$ cat src/rtl/bridge_pkg.sv
// Shared types and default constants for the UART-to-I2C burst bridge.
// Latency: n/a (types and constants only).
// Backpressure: n/a.
package bridge_pkg;

    // Bridge control states.
    typedef enum logic [2:0] {
        IDLE      = 3'd0,
        FETCH     = 3'd1,
        LAUNCH    = 3'd2,
        WAIT_BUSY = 3'd3,
        WAIT_DONE = 3'd4,
        ERROR     = 3'd5
    } state_t;

    localparam int          DEF_DATA_W      = 8;
    localparam int          DEF_ADDR_W      = 7;
    localparam int unsigned DEF_SLAVE_ADDR  = 32'h2A;
    localparam int          DEF_BURST_LEN   = 4;
    localparam int          DEF_FLUSH_CYC   = 100000;
    localparam int          DEF_TIMEOUT_CYC = 1000;

    // Width of a counter that must hold the values 0..depth inclusive.
    function automatic int cnt_width(input int depth);
        return $clog2(depth + 1);
    endfunction

endpackage

$ cat src/rtl/bridge_buf.sv
// Small synchronous FIFO holding the burst that is gathered before an I2C flush.
// Latency: a pushed byte is visible on head one cycle later when the FIFO was empty.
// Backpressure: pushes while full and pops while empty are ignored; clear empties it.
//
// Ports: clk/rst_n clock and async active-low reset; clear synchronous flush;
//        push/push_dat write side; pop read side; head oldest entry;
//        count occupancy; full/empty status flags.
module bridge_buf
    import bridge_pkg::*;
#(
    parameter  int DATA_W = DEF_DATA_W,
    parameter  int DEPTH  = DEF_BURST_LEN,
    localparam int CNT_W  = cnt_width(DEPTH),
    localparam int PTR_W  = (DEPTH > 1) ? $clog2(DEPTH) : 1
) (
    input  logic              clk,
    input  logic              rst_n,
    input  logic              clear,
    input  logic              push,
    input  logic [DATA_W-1:0] push_dat,
    input  logic              pop,
    output logic [DATA_W-1:0] head,
    output logic [CNT_W-1:0]  count,
    output logic              full,
    output logic              empty
);

    logic [DATA_W-1:0] mem [DEPTH];
    logic [PTR_W-1:0]  wr_ptr;
    logic [PTR_W-1:0]  rd_ptr;
    logic              do_push;
    logic              do_pop;

    // Pointer advance with wrap for depths that are not a power of two.
    function automatic logic [PTR_W-1:0] ptr_next(input logic [PTR_W-1:0] p);
        return (p == PTR_W'(DEPTH - 1)) ? '0 : p + 1'b1;
    endfunction

    assign full    = (count == CNT_W'(DEPTH));
    assign empty   = (count == '0);
    assign do_push = push && !full;
    assign do_pop  = pop && !empty;
    assign head    = mem[rd_ptr];

    always_ff @(posedge clk) begin
        if (do_push) begin
            mem[wr_ptr] <= push_dat;
        end
    end

    always_ff @(posedge clk or negedge rst_n) begin
        if (!rst_n) begin
            wr_ptr <= '0;
            rd_ptr <= '0;
            count  <= '0;
        end else if (clear) begin
            wr_ptr <= '0;
            rd_ptr <= '0;
            count  <= '0;
        end else begin
            if (do_push) begin
                wr_ptr <= ptr_next(wr_ptr);
            end
            if (do_pop) begin
                rd_ptr <= ptr_next(rd_ptr);
            end
            count <= count + CNT_W'(do_push) - CNT_W'(do_pop);
        end
    end

endmodule

$ cat src/rtl/uart_i2c_bridge.sv
// Drains a UART RX FIFO into bursts of I2C single-byte writes to a fixed slave.
// Latency: full burst launches ~3 cycles after the last pop; partial burst after FLUSH_CYC idle cycles.
// Backpressure: UART is popped only while idle with buffer room; I2C waits on i2c_ready with a launch timeout.
//
// Optional feature: define BRIDGE_ECHO_EN to echo every sent byte back on the UART TX side.
// Ports: clk_100MHz/reset_n clock and async active-low reset;
//        rx_empty/rx_data/rd_uart UART RX FIFO pop interface; wr_uart/tx_data UART TX echo;
//        i2c_addr/i2c_rw/i2c_data/i2c_enable/i2c_ready I2C master command interface;
//        busy burst in progress; err_timeout sticky launch timeout; sent_count bytes sent (wraps).
module uart_i2c_bridge
    import bridge_pkg::*;
#(
    parameter int          DATA_W      = DEF_DATA_W,
    parameter int          ADDR_W      = DEF_ADDR_W,
    parameter int unsigned SLAVE_ADDR  = DEF_SLAVE_ADDR,
    parameter int          BURST_LEN   = DEF_BURST_LEN,
    parameter int          FLUSH_CYC   = DEF_FLUSH_CYC,
    parameter int          TIMEOUT_CYC = DEF_TIMEOUT_CYC
) (
    input  logic              clk_100MHz,
    input  logic              reset_n,
    input  logic              rx_empty,
    input  logic [DATA_W-1:0] rx_data,
    output logic              rd_uart,
    output logic              wr_uart,
    output logic [DATA_W-1:0] tx_data,
    output logic [ADDR_W-1:0] i2c_addr,
    output logic              i2c_rw,
    output logic [DATA_W-1:0] i2c_data,
    output logic              i2c_enable,
    input  logic              i2c_ready,
    output logic              busy,
    output logic              err_timeout,
    output logic [15:0]       sent_count
);

    localparam int          CNT_W     = cnt_width(BURST_LEN);
    localparam logic [31:0] SLAVE_VEC = 32'(SLAVE_ADDR);

    state_t             state;
    logic [31:0]        flush_cnt;
    logic [31:0]        tmo_cnt;

    logic               buf_push;
    logic               buf_pop;
    logic               buf_clear;
    logic [DATA_W-1:0]  buf_head;
    logic [CNT_W-1:0]   buf_count;
    logic               buf_full;
    logic               buf_empty;

    logic               flush_due;
    logic               take_byte;
    logic               done_byte;

    assign i2c_addr = SLAVE_VEC[ADDR_W-1:0];
    assign i2c_rw   = 1'b0;
    assign busy     = (state != IDLE);

    // A partial burst is flushed once the idle counter reaches its limit.
    assign flush_due = !buf_empty && (flush_cnt == 32'(FLUSH_CYC));

    // rd_uart is registered, so the cycle it is high the UART head is still the
    // byte already captured; skipping that cycle avoids taking it twice.
    assign take_byte = (state == IDLE) && !buf_full && !flush_due && !rx_empty && !rd_uart;

    assign done_byte = (state == WAIT_DONE) && i2c_ready;

    assign buf_push  = take_byte;
    assign buf_pop   = done_byte;
    assign buf_clear = (state == ERROR);

    bridge_buf #(
        .DATA_W (DATA_W),
        .DEPTH  (BURST_LEN)
    ) u_buf (
        .clk      (clk_100MHz),
        .rst_n    (reset_n),
        .clear    (buf_clear),
        .push     (buf_push),
        .push_dat (rx_data),
        .pop      (buf_pop),
        .head     (buf_head),
        .count    (buf_count),
        .full     (buf_full),
        .empty    (buf_empty)
    );

    always_ff @(posedge clk_100MHz or negedge reset_n) begin
        if (!reset_n) begin
            state       <= IDLE;
            flush_cnt   <= '0;
            tmo_cnt     <= '0;
            sent_count  <= '0;
            err_timeout <= 1'b0;
            rd_uart     <= 1'b0;
            i2c_enable  <= 1'b0;
            i2c_data    <= '0;
        end else begin
            rd_uart    <= 1'b0;
            i2c_enable <= 1'b0;
            case (state)
                IDLE: begin
                    if (buf_full || flush_due) begin
                        flush_cnt <= '0;
                        state     <= FETCH;
                    end else if (take_byte) begin
                        rd_uart   <= 1'b1;
                        flush_cnt <= '0;
                    end else if (buf_empty) begin
                        flush_cnt <= '0;
                    end else begin
                        flush_cnt <= flush_cnt + 32'd1;
                    end
                end
                FETCH: begin
                    // i2c_data only changes here, so it holds through the transfer.
                    i2c_data <= buf_head;
                    state    <= LAUNCH;
                end
                LAUNCH: begin
                    if (i2c_ready) begin
                        i2c_enable <= 1'b1;
                        tmo_cnt    <= '0;
                        state      <= WAIT_BUSY;
                    end
                end
                WAIT_BUSY: begin
                    if (!i2c_ready) begin
                        state <= WAIT_DONE;
                    end else if (tmo_cnt >= 32'(TIMEOUT_CYC - 1)) begin
                        state <= ERROR;
                    end else begin
                        tmo_cnt <= tmo_cnt + 32'd1;
                    end
                end
                WAIT_DONE: begin
                    if (i2c_ready) begin
                        sent_count <= sent_count + 16'd1;
                        state      <= (buf_count > CNT_W'(1)) ? FETCH : IDLE;
                    end
                end
                ERROR: begin
                    // The buffer is cleared through buf_clear while in this state.
                    err_timeout <= 1'b1;
                    tmo_cnt     <= '0;
                    state       <= IDLE;
                end
                default: begin
                    state <= IDLE;
                end
            endcase
        end
    end

`ifdef BRIDGE_ECHO_EN
    always_ff @(posedge clk_100MHz or negedge reset_n) begin
        if (!reset_n) begin
            wr_uart <= 1'b0;
            tx_data <= '0;
        end else begin
            wr_uart <= done_byte;
            if (done_byte) begin
                tx_data <= i2c_data;
            end
        end
    end
`else
    assign wr_uart = 1'b0;
    assign tx_data = '0;
`endif

endmodule

$ cat config.mk
export PLATFORM = sky130hd
export DESIGN_NAME = uart_i2c_bridge
export DESIGN_NICKNAME = d
export VERILOG_FILES = /design/src/rtl/bridge_pkg.sv /design/src/rtl/bridge_buf.sv /design/src/rtl/uart_i2c_bridge.sv
export SDC_FILE = /design/constraint.sdc
export NUM_CORES = 1
export LEC_CHECK = 0
export ABC_AREA = 1
export BUFFER_PORTS_ARGS = -buffer_cell sky130_fd_sc_hd__buf_2
export CORE_UTILIZATION = 25
export CTS_BUF_LIST = sky130_fd_sc_hd__clkbuf_8
export DETAILED_ROUTE_END_ITERATION = 16
export GPL_ROUTABILITY_DRIVEN = 1
export PLACE_DENSITY = 0.46
export SYNTH_ARGS = -nofsm -noshare
export SYNTH_HDL_FRONTEND = slang
export SYNTH_SLANG_ARGS = --single-unit
export TNS_END_PERCENT = 1
$ cat constraint.sdc
create_clock -name clk_100MHz -period 5.4 [get_ports clk_100MHz]
set_input_delay 1.08 -clock clk_100MHz [delete_from_list [all_inputs] [get_ports clk_100MHz]]
set_output_delay 1.08 -clock clk_100MHz [all_outputs]
set_load 0.05 [all_outputs]
==> results.yml, run 1 <==
run_status:
  outcome: "finished clean"
timing:
  rsz0062_at_grt: "false"
  worstMarginPinSlew_ps: 935
  drv_slew: 0
  tns_ps: 0
  setup_viol: 0
  fin_skew_ps: 16.3
  relSlewSlack_pct: 37.7
  hold_ws_ps: 473
  clock.fmax_mhz: 379
  period_needed_ps: 2640
  finalHoldViolCount: 0
  period_share_pct: 48.9
placement:
  post-dp-hpwl_mm: 10.5
  place_area_um2: 7360
  gp_congestion: 0.790
  dp_cells: 1186
  port_buffers: 39
floorplanning:
  ios: 57
  die_w_um: 168
  initial_core_util_pct: 25.4
  rows: 60
  core_um2: 27000
  die_y_um: 168
  die-area_um2: 28100
clocking:
  numCtsBuffers: 17
  cts_tree: "done"
  ctsResizeCount: 0
  cts_hold_buf: 0
  cts-root-buf: "clkbuf_8"
  post-cts-setup-buffers: 0
  clockBufferDepth: 2
  cts_max_level: 4
  clkSlewWorstSetupHoldPaths_ps: 70
  clock_latency_ps: 450
  cts_sinks: 133
final_layout:
  fillCellCount: 2900
  finalInstanceArea_um2: 7770
  diodes: 0
  syn_to_final_growth_pct: 13.4
  nNetsFinal: 890
  layout-drive-gt1-share_pct: 9.69
  utilization_pct: 28.8
  fin_cells: 1218
logic_synthesis:
  avgSynthCellArea_um2: 8.39
  synth.distinct_cells: 33
  syn_area_um2: 6860
  synth-edff-count: 32
  yosysSeqAreaShare_pct: 50.9
  synthFlopType: "dfrtp_1"
  async_reset_ff_share_pct: 75.9
  yosysWarnings: 0
  synth_seq_cells: 133
  synthCells: 817
route:
  drt_pre_antenna_iters: 5
  ant_nets: 0
  drc: 0
  vias: 5145
  post_drt_wl_per_cell_um: 12.4
  vias_per_cell: 4.22
  drtIter0Drc: 303
  drt-total-wl_mm: 15.2
setup_path:
  crit_slowest_cell: "dfrtp_1"
  startpoint_type: "register"
  path_buf_inv: 2
  max_stage_delay_ps: 520
  required_ps: 4320
  path_cells: "inv_2 > nand2_1 > buf_2"
  crit_arrival_ps: 1560
  cp_top_family: "flip-flops"
  critPathMaxFanout: 6
  end_kind: "output pin"
  crit_type: "register to output pin"
power_and_ir_drop:
  intPower_mw: 1.85
  power_frac_comb_pct: 31.1
  swShare_pct: 40.1
  p_leak_nw: 3.50
  vdd_drop_max_mv: 0.170
  switchingPower_mw: 1.24
  seqPwrFrac_pct: 40.5
  p_clk_share_pct: 28.4
  power.density_nw_per_um2: 397
grt:
  met1_usage_pct: 16.3
  grt_pass1_vias: 5040
  overflow: 0
  grt_use_met3_pct: 3.90
  grtUsageMet2_pct: 17.3
  grt_use_total_pct: 11.7
  grt_max_degree: 72
  top_usage_layer: "met2"
  grt_antenna_before_repair: 1
  grt_pass1_wl_mm: 25.9
hold_path:
  hold_class: "register to register"
flow_run:
  max_cap_viol_count: 0
-- flip-flops by register name (all words and copies together), names as in the netlist --
name and flops:
flush_cnt 32, tmo_cnt 32, u_buf.mem 32, sent_count 16
i2c_data 8, state 3, u_buf.count 3, u_buf.rd_ptr 2
u_buf.wr_ptr 2, err_timeout 1, i2c_enable 1, rd_uart 1
-- cells in the mapped netlist, types with 2 or more instances --
library cell  count  share of area, %
o22ai_1          10              0.91
inv_1           101               5.5
inv_2             2              0.11
nand4_1          13               1.2
edfxtp_1         32                14
or2_2             2              0.18
nor3_1           12              0.88
buf_2             3              0.22
ha_1             13               2.4
nand2_1         182                10
nand3_4           2              0.51
nor2_2            4              0.36
nor2_4            2              0.33
o21ai_0          29               2.1
nand3_1          38               2.8
clkbuf_1          5              0.27
nor2_1          157               8.6
o21bai_1         31               3.4
xnor2_1           6              0.77
xor2_1           35               4.5
buf_4            20               2.2
a21oi_1           6              0.44
conb_1            2              0.11
dfrtp_1         101                37
-- power by group through the flow --
stage / clock network (mW) / logic [mW] / registers (mW)
floorplan: 0 / 0.600 / 1.40
finish: 0.877 / 0.958 / 1.25
detailed placement: 0 / 0.979 / 1.27
global placement: 0 / 0.981 / 1.27
CTS: 0.911 / 0.983 / 1.25
global route: 0.951 / 1.09 / 1.27
-- cells by family after synthesis --
logic type / after synthesis / share of synthesized area, %
AO/OA/AOI/OAI: 78 / 7.30
buffers and inverters: 133 / 8.54
flip-flops: 133 / 50.9
other: 2 / 0.110
XOR/XNOR: 41 / 5.24
adder cells (fa/ha/maj): 14 / 2.66
AND/OR/NAND/NOR: 416 / 25.3
-- stage by stage --
step | total power, mW | setup slack (ps)
2_1_floorplan | 2.00 | 2750
3_3_place_gp | 2.25 | 2400
3_5_place_dp | 2.25 | 2380
4_1_cts | 3.15 | 2700
5_1_grt | 3.31 | 2470
6_report | 3.08 | 2760
-- worst paths after layout --
kind,slack [ps],cells after the start,startpoint,to
min in group asynchronous,770,1,reset_n,sent_count[14]
setup / recovery,2760,3,state[2],busy
setup reg to reg,2780,14,flush_cnt[0],u_buf.count[1]
hold / removal,470,1,err_timeout,err_timeout
hold reg to reg,470,1,err_timeout,err_timeout
max in group asynchronous,3640,2,reset_n,i2c_data[3]
-- layout make-up --
type / instances / area [µm²] / area share, %
Sequential cell: 133 / 3490 / 44.9
Multi-Input combinational cell: 566 / 2840 / 36.5
Tap cell: 341 / 427 / 5.49
Inverter: 104 / 390 / 5.02
Clock buffer: 18 / 248 / 3.19
Timing Repair Buffer: 42 / 220 / 2.83
Clock inverter: 14 / 163 / 2.09
-- cell usage in the layout (no fill, tap or decap), types with 13 or more instances in the layout --
| master | instances |
|---|---|
| xor2_1 | 35 |
| nand3_1 | 38 |
| ha_1 | 13 |
| nand4_1 | 13 |
| o21bai_1 | 31 |
| buf_2 | 38 |
| clkbuf_8 | 18 |
| dfrtp_1 | 101 |
| nor2_1 | 157 |
| inv_1 | 104 |
| edfxtp_1 | 32 |
| o21ai_0 | 29 |
| conb_1 | 17 |
| nand2_1 | 182 |
-- layer usage --
metal | vias up | routed length (µm) | part of all wire, %
met5 | - | 10 | 0.066
met4 | 2 | 88 | 0.58
met3 | 8 | 785 | 5.2
met2 | 79 | 6510 | 43
met1 | 2418 | 7770 | 51
li1 | 2638 | - | -
Note: power is estimated with default switching activity, not from simulation.
==> inputs of run 2 (changes only) <==
- ABC_AREA: 1 -> 0
- PLACE_DENSITY: 0.46 -> 0.48
- clock period: 5.4 -> 2.2 ns (I/O delays scaled with it)
==> run 2 against run 1 <==
The flow now finishes with violations (setup timing). Register-to-register slack worse by 2800 ps. Sequential power rose to 2.6 times the previous value. Largest power group is now combinational cells. Critical path type is now register to register. Critical endpoint is now u_buf.count[1]. First-iteration DRC count up 8.6%. Die area down 8.8%. Wire length down 8.4%. Clock skew up 2.4 ps. Cell count down 18%.
==> results.yml, run 2 <==
run_status:
  outcome: "finished, violations left"
  violations: "setup timing"
logic_synthesis:
  yosysSeqAreaShare_pct: 55.9
  synthCells: 551
  synth_compound_area_share_pct: 7.18
  yosys.area.top_type: "dfrtp_1"
  synth_top_family_by_area: "simple AND/OR/NAND/NOR gates"
  synth_seq_cells: 133
  syn_area_um2: 6240
  yosysMostFrequentCell: "dfrtp_1"
  synthXorXnorAreaFrac_pct: 3.09
  synthMuxAreaShare_pct: 4.99
  synthFlopType: "dfrtp_1"
  avgSynthCellArea_um2: 11.3
  yosysWarnings: 0
  yosysTopAreaCellShare_pct: 40.5
  synth-edff-count: 32
  synthTopCellsByArea: "dfrtp_1 (40%), edfxtp_1 (15%), nand3_1 (3.5%), nand2_1 (3.2%), and2_1 (2.9%)"
  yosys.area_share.simple_pct: 21.1
  async_reset_ff_share_pct: 75.9
  synthAdderAreaFrac_pct: 2.93
  synth.distinct_cells: 56
  yosys-top-cells-count: "dfrtp_1 (101), nand2_1 (53), nand3_1 (44)"
placement:
  dpl_worst_slack_ps: -145
  gp_congestion: 0.774
  post-dp-hpwl_mm: 9.66
  port_buffers: 39
  place_area_um2: 7340
  dp_cells: 968
grt:
  grt_antenna_before_repair: 0
  top_usage_layer: "met2"
  grtUsageMet2_pct: 18.2
  grt_max_degree: 37
  grt_pass1_wl_mm: 23.4
  overflow: 0
  grt_pass1_vias: 4650
  grt_use_met3_pct: 2.75
  grt_use_total_pct: 11.4
  met1_usage_pct: 14.9
setup_path:
  critPathMaxFanout: 2
  crit_arrival_ps: 2600
  crit_type: "register to register"
  startpoint_type: "register"
  required_ps: 2580
  rr_worst_depth: 8
  end_kind: "register"
clocking:
  cts_max_level: 4
  cts_tree: "done"
  cts-root-buf: "clkbuf_8"
  numCtsBuffers: 17
  clkSlewWorstSetupHoldPaths_ps: 90
  clockBufferDepth: 2
  cts_sinks: 133
  clock_latency_ps: 450
route:
  drt-total-wl_mm: 13.9
  vias_per_cell: 4.62
  post_drt_wl_per_cell_um: 13.9
  ant_nets: 0
  drc: 0
  drt_pre_antenna_iters: 4
  vias: 4630
  drtIter0Drc: 329
power_and_ir_drop:
  swShare_pct: 38.4
  vdd_drop_max_mv: 0.561
  power.density_nw_per_um2: 1100
  power_frac_comb_pct: 37.3
  p_leak_nw: 3.43
  switchingPower_mw: 3.33
  seqPwrFrac_pct: 37.0
  intPower_mw: 5.34
  p_clk_share_pct: 25.7
floorplanning:
  initial_core_util_pct: 25.6
  die_w_um: 160
  die_y_um: 160
  die-area_um2: 25600
  ios: 57
  rows: 57
  core_um2: 24400
timing:
  worstMarginPinSlew_ps: 505
  fin_skew_ps: 18.7
  finalWorstSetupSlack_ps: -26.9
  drv_slew: 0
  period_needed_ps: 2230
  finalHoldViolCount: 0
  rsz0062_at_grt: "true"
  hold_ws_ps: 200
  setup_viol: 1
  clock.fmax_mhz: 449
  period_share_pct: 101
  relSlewSlack_pct: 65.8
final_layout:
  fin_cells: 1003
  syn_to_final_growth_pct: 26.4
  final_common_cell: "dfrtp_1"
  layout_common_cells: "dfrtp_1 (100), buf_4 (81), nand2_1 (52)"
  diodes: 0
  nNetsFinal: 692
  fillCellCount: 2487
  finalInstanceArea_um2: 7890
  reg.largest.list: "flush_cnt x32, tmo_cnt x32, u_buf.mem x32"
  layout-drive-gt1-share_pct: 29.9
hold_path:
  holdPathStages: 1
  hold_class: "primary input to register"
flow_run:
  max_cap_viol_count: 0
==> run 2: path summary, 6_finish.rpt <==
| check | start | endpoint | slack [ps] |
|---|---|---|---|
| worst max-delay path | u_buf.count[0] | u_buf.count[1] | -30 |
| worst min-delay path | rx_data[6] | u_buf.mem[0][6] | 200 |
| worst max register to register | u_buf.count[0] | u_buf.count[1] | -30 |
| worst min register to register | sent_count[15] | sent_count[15] | 480 |
| max in group asynchronous | reset_n | sent_count[7] | 1100 |
| min in group asynchronous | reset_n | tmo_cnt[18] | 480 |
==> run 2: final cells by class <==
type	instances	area (µm²)	area share (%)
well taps	324	405	5.14
clock buffers	17	234	2.97
multi-input cells	375	2630	33.3
flip-flops and latches	133	3490	44.2
repair buffers	123	866	11.0
clock inverters	15	208	2.63
inverters	16	60.1	0.761
==> run 2: timing repair <==
item,in CTS,in global routing
endpoints found under the hold margin,29,0
pin swaps,7,6
setup buffers,1,1
gates resized for setup,9,20
setup endpoints to repair,54,56
hold buffers,1,0
cloned,0,0
==> run 2: cells by family after synthesis <==
kind of cell,after synthesis
AO/OA/AOI/OAI,63
AND/OR/NAND/NOR,239
flip-flops,133
other,2
adder cells (fa/ha/maj),14
multiplexers,20
XOR/XNOR,22
buffers and inverters,58
==> run 2: per-layer routing <==
| layer | up-vias | wire length (µm) |
|---|---|---|
| met4 | 0 | 141 |
| met3 | 11 | 637 |
| li1 | 2215 | - |
| met1 | 2284 | 6520 |
| met5 | - | 0 |
| met2 | 120 | 6600 |
==> run 2: metrics by stage <==
stage          power, mW  setup TNS [ps]  utilization [%]
3_5_place_dp        6.38            -960             30.1
4_1_cts             8.70           -84.5             32.1
2_1_floorplan       5.21            -155                -
5_1_grt             9.22            -345             32.3
6_report            8.68           -26.9             32.3
3_3_place_gp        6.31            -469             30.1
==> run 2: power by group through the flow <==
stage	registers (mW)	clock network (mW)	logic (mW)
6_report	3.21	2.23	3.24
5_1_grt	3.26	2.42	3.54
4_1_cts	3.20	2.30	3.20
3_5_place_dp	3.25	0	3.13
3_3_place_gp	3.23	0	3.09
2_1_floorplan	3.71	0	1.50
==> run 2: worst max-delay path, cell delays in order (launching register included) <==
cell and delay [ps]:
dfrtp_1 400, nor2_4 50, or4b_4 540, o31a_1 320, and2_4 160, ha_4 150
inv_2 40, fa_2 410, nor2_1 90
==> inputs of run 3 (changes only) <==
- GPL_TIMING_DRIVEN: not set -> 0
- REMOVE_ABC_BUFFERS: not set -> 1
==> run 3 against run 2 <==
Critical path depth is the same. Largest power group is now sequential cells. First-iteration DRC count down 6.4%. Clock-buffer cell count did not move. Register-to-register slack worse by 100 ps. Wire length is 1.9% higher. Non-clock buffer count down 54. Critical path type unchanged. Die area unchanged. Sequential power rose by 7.2%. Utilization is 1.2 points lower. Largest cell class unchanged. Cell count shrank 5.3%. Highest routed layer unchanged. The flow still finishes with violations (setup timing). Sequential share of layout area is 1.8 points higher. Fmax down 4.4%.
==> results.yml, run 3 (synthesis results as in run 2) <==
timing:
  tns_ps: -1050
  period_share_pct: 106
  worstMarginPinSlew_ps: 902
  clock.fmax_mhz: 429
  hold_ws_ps: 65.0
  period_needed_ps: 2330
  relSlewSlack_pct: 39.6
  setup_viol: 22
  drv_slew: 0
  fin_skew_ps: 10.0
  finalWorstSetupSlack_ps: -129
  rsz0062_at_grt: "true"
  finalHoldViolCount: 0
setup_path:
  end_kind: "register"
  required_ps: 2560
  ff2ff_setup_slack_ps: -130
  crit_slowest_cell: "dfrtp_2"
  crit_start: "flush_cnt[19]"
  crit_type: "register to register"
  startpoint_type: "register"
  path_cells: "nor4_4 > nand4_1 > o31a_1 > and2_4 > ha_4 > inv_2 > fa_2 > nor2_1"
  critPathMaxFanout: 6
  max_stage_delay_ps: 450
  crit_arrival_ps: 2690
  r2r-start: "flush_cnt[19]"
placement:
  port_buffers: 39
  dpl_worst_slack_ps: -1490
  dp_cells: 889
  gp_congestion: 0.777
  place_area_um2: 6720
  post-dp-hpwl_mm: 8.83
route:
  drtIter0Drc: 308
  ant_nets: 0
  vias: 4453
  drc: 0
  post_drt_wl_per_cell_um: 14.9
  drt_pre_antenna_iters: 6
  vias_per_cell: 4.69
  drt-total-wl_mm: 14.2
power_and_ir_drop:
  vdd_drop_max_mv: 0.417
  power.density_nw_per_um2: 1110
  finalPower_mw: 8.42
  p_leak_nw: 3.19
final_layout:
  fin_cells: 950
  fillCellCount: 2468
  layout-drive-gt1-share_pct: 27.0
  utilization_pct: 31.1
  reg.largest.list: "flush_cnt x32, tmo_cnt x32, u_buf.mem x32"
  layout_common_cells: "dfrtp_1 (93), nand2_1 (52), nand3_1 (43)"
  final_common_cell: "dfrtp_1"
  nNetsFinal: 639
  syn_to_final_growth_pct: 21.6
  finalInstanceArea_um2: 7590
  diodes: 0
clocking:
  cts_max_level: 4
  numCtsBuffers: 17
  cts_hold_buf: 0
  clock_latency_ps: 430
  cts_tree: "done"
  clkSlewWorstSetupHoldPaths_ps: 80
  cts-root-buf: "clkbuf_8"
  clockBufferDepth: 2
  cts_sinks: 133
hold_path:
  hold_class: "primary input to asynchronous set/reset pin"
grt:
  grt_antenna_before_repair: 0
  grt_pass1_vias: 4559
  grt_use_total_pct: 11.4
  grt_max_degree: 57
  grt_pass1_wl_mm: 23.1
  overflow: 0
flow_run:
  max_cap_viol_count: 0
floorplanning:
  ios: 57
  core_um2: 24400
  die-area_um2: 25600
  rows: 57
  initial_core_util_pct: 25.6
  die_y_um: 160
  die_w_um: 160
run_status:
  violations: "setup timing"
  outcome: "finished, violations left"
==> run 3: changes by cell type in the layout (fill, tap and decap cells not counted), moves of 4 or more <==
cell	delta
inv_8	-5
dfrtp_2	+7
o21ai_1	+6
clkinvlp_4	+4
dfrtp_1	-7
o21ai_0	-6
buf_4	-52
==> run 3: area by class of cell <==
cell class | count | area, µm² | area share (%)
flip-flops and latches | 133 | 3500 | 46.1
clock buffers | 17 | 234 | 3.08
repair buffers | 69 | 465 | 6.13
multi-input cells | 375 | 2750 | 36.3
well taps | 324 | 405 | 5.34
clock inverters | 15 | 165 | 2.17
inverters | 16 | 63.8 | 0.840
repair inverters | 1 | 7.51 | 0.0989
==> run 3: layer usage <==
layer / global-route usage, % / up-vias / share of wire [%]
li1: - / 2112 / -
met1: 14.3 / 2237 / 46
met2: 18.9 / 90 / 50
met3: 2.96 / 14 / 3.4
met4: 4.11 / 0 / 0.93
met5: 0 / - / 0
==> run 3: final timing paths <==
path / to / depth (start not counted)
setup / recovery: u_buf.count[1] / 8
hold / removal: i2c_data[0] / 1
setup reg to reg: u_buf.count[1] / 8
hold reg to reg: sent_count[15] / 1
max in group asynchronous: tmo_cnt[24] / 2
min in group clk_100MHz: u_buf.mem[3][0] / 1
==> run 3: timing repair <==
action,CTS,global route
resized for setup,43,39
pin swaps,11,11
setup buffers,24,4
setup endpoints to repair,116,60
cloned,1,0
==> run 3: worst max-delay path, delay by kind of cell, from the launching register on <==
| kind | cells | cell delay [ps] |
|---|---|---|
| AND/OR/NAND/NOR | 4 | 830 |
| adder cells (fa/ha/maj) | 2 | 560 |
| flip-flops | 1 | 450 |
| AO/OA/AOI/OAI | 1 | 370 |
| buffers and inverters | 1 | 60 |
==> run 3: report_power, final <==
part	total (mW)	internal, mW	switching [mW]
clock	2.07	1.11	0.959
combinational	2.92	1.13	1.79
sequential	3.44	2.96	0.480
total	8.42	5.19	3.23
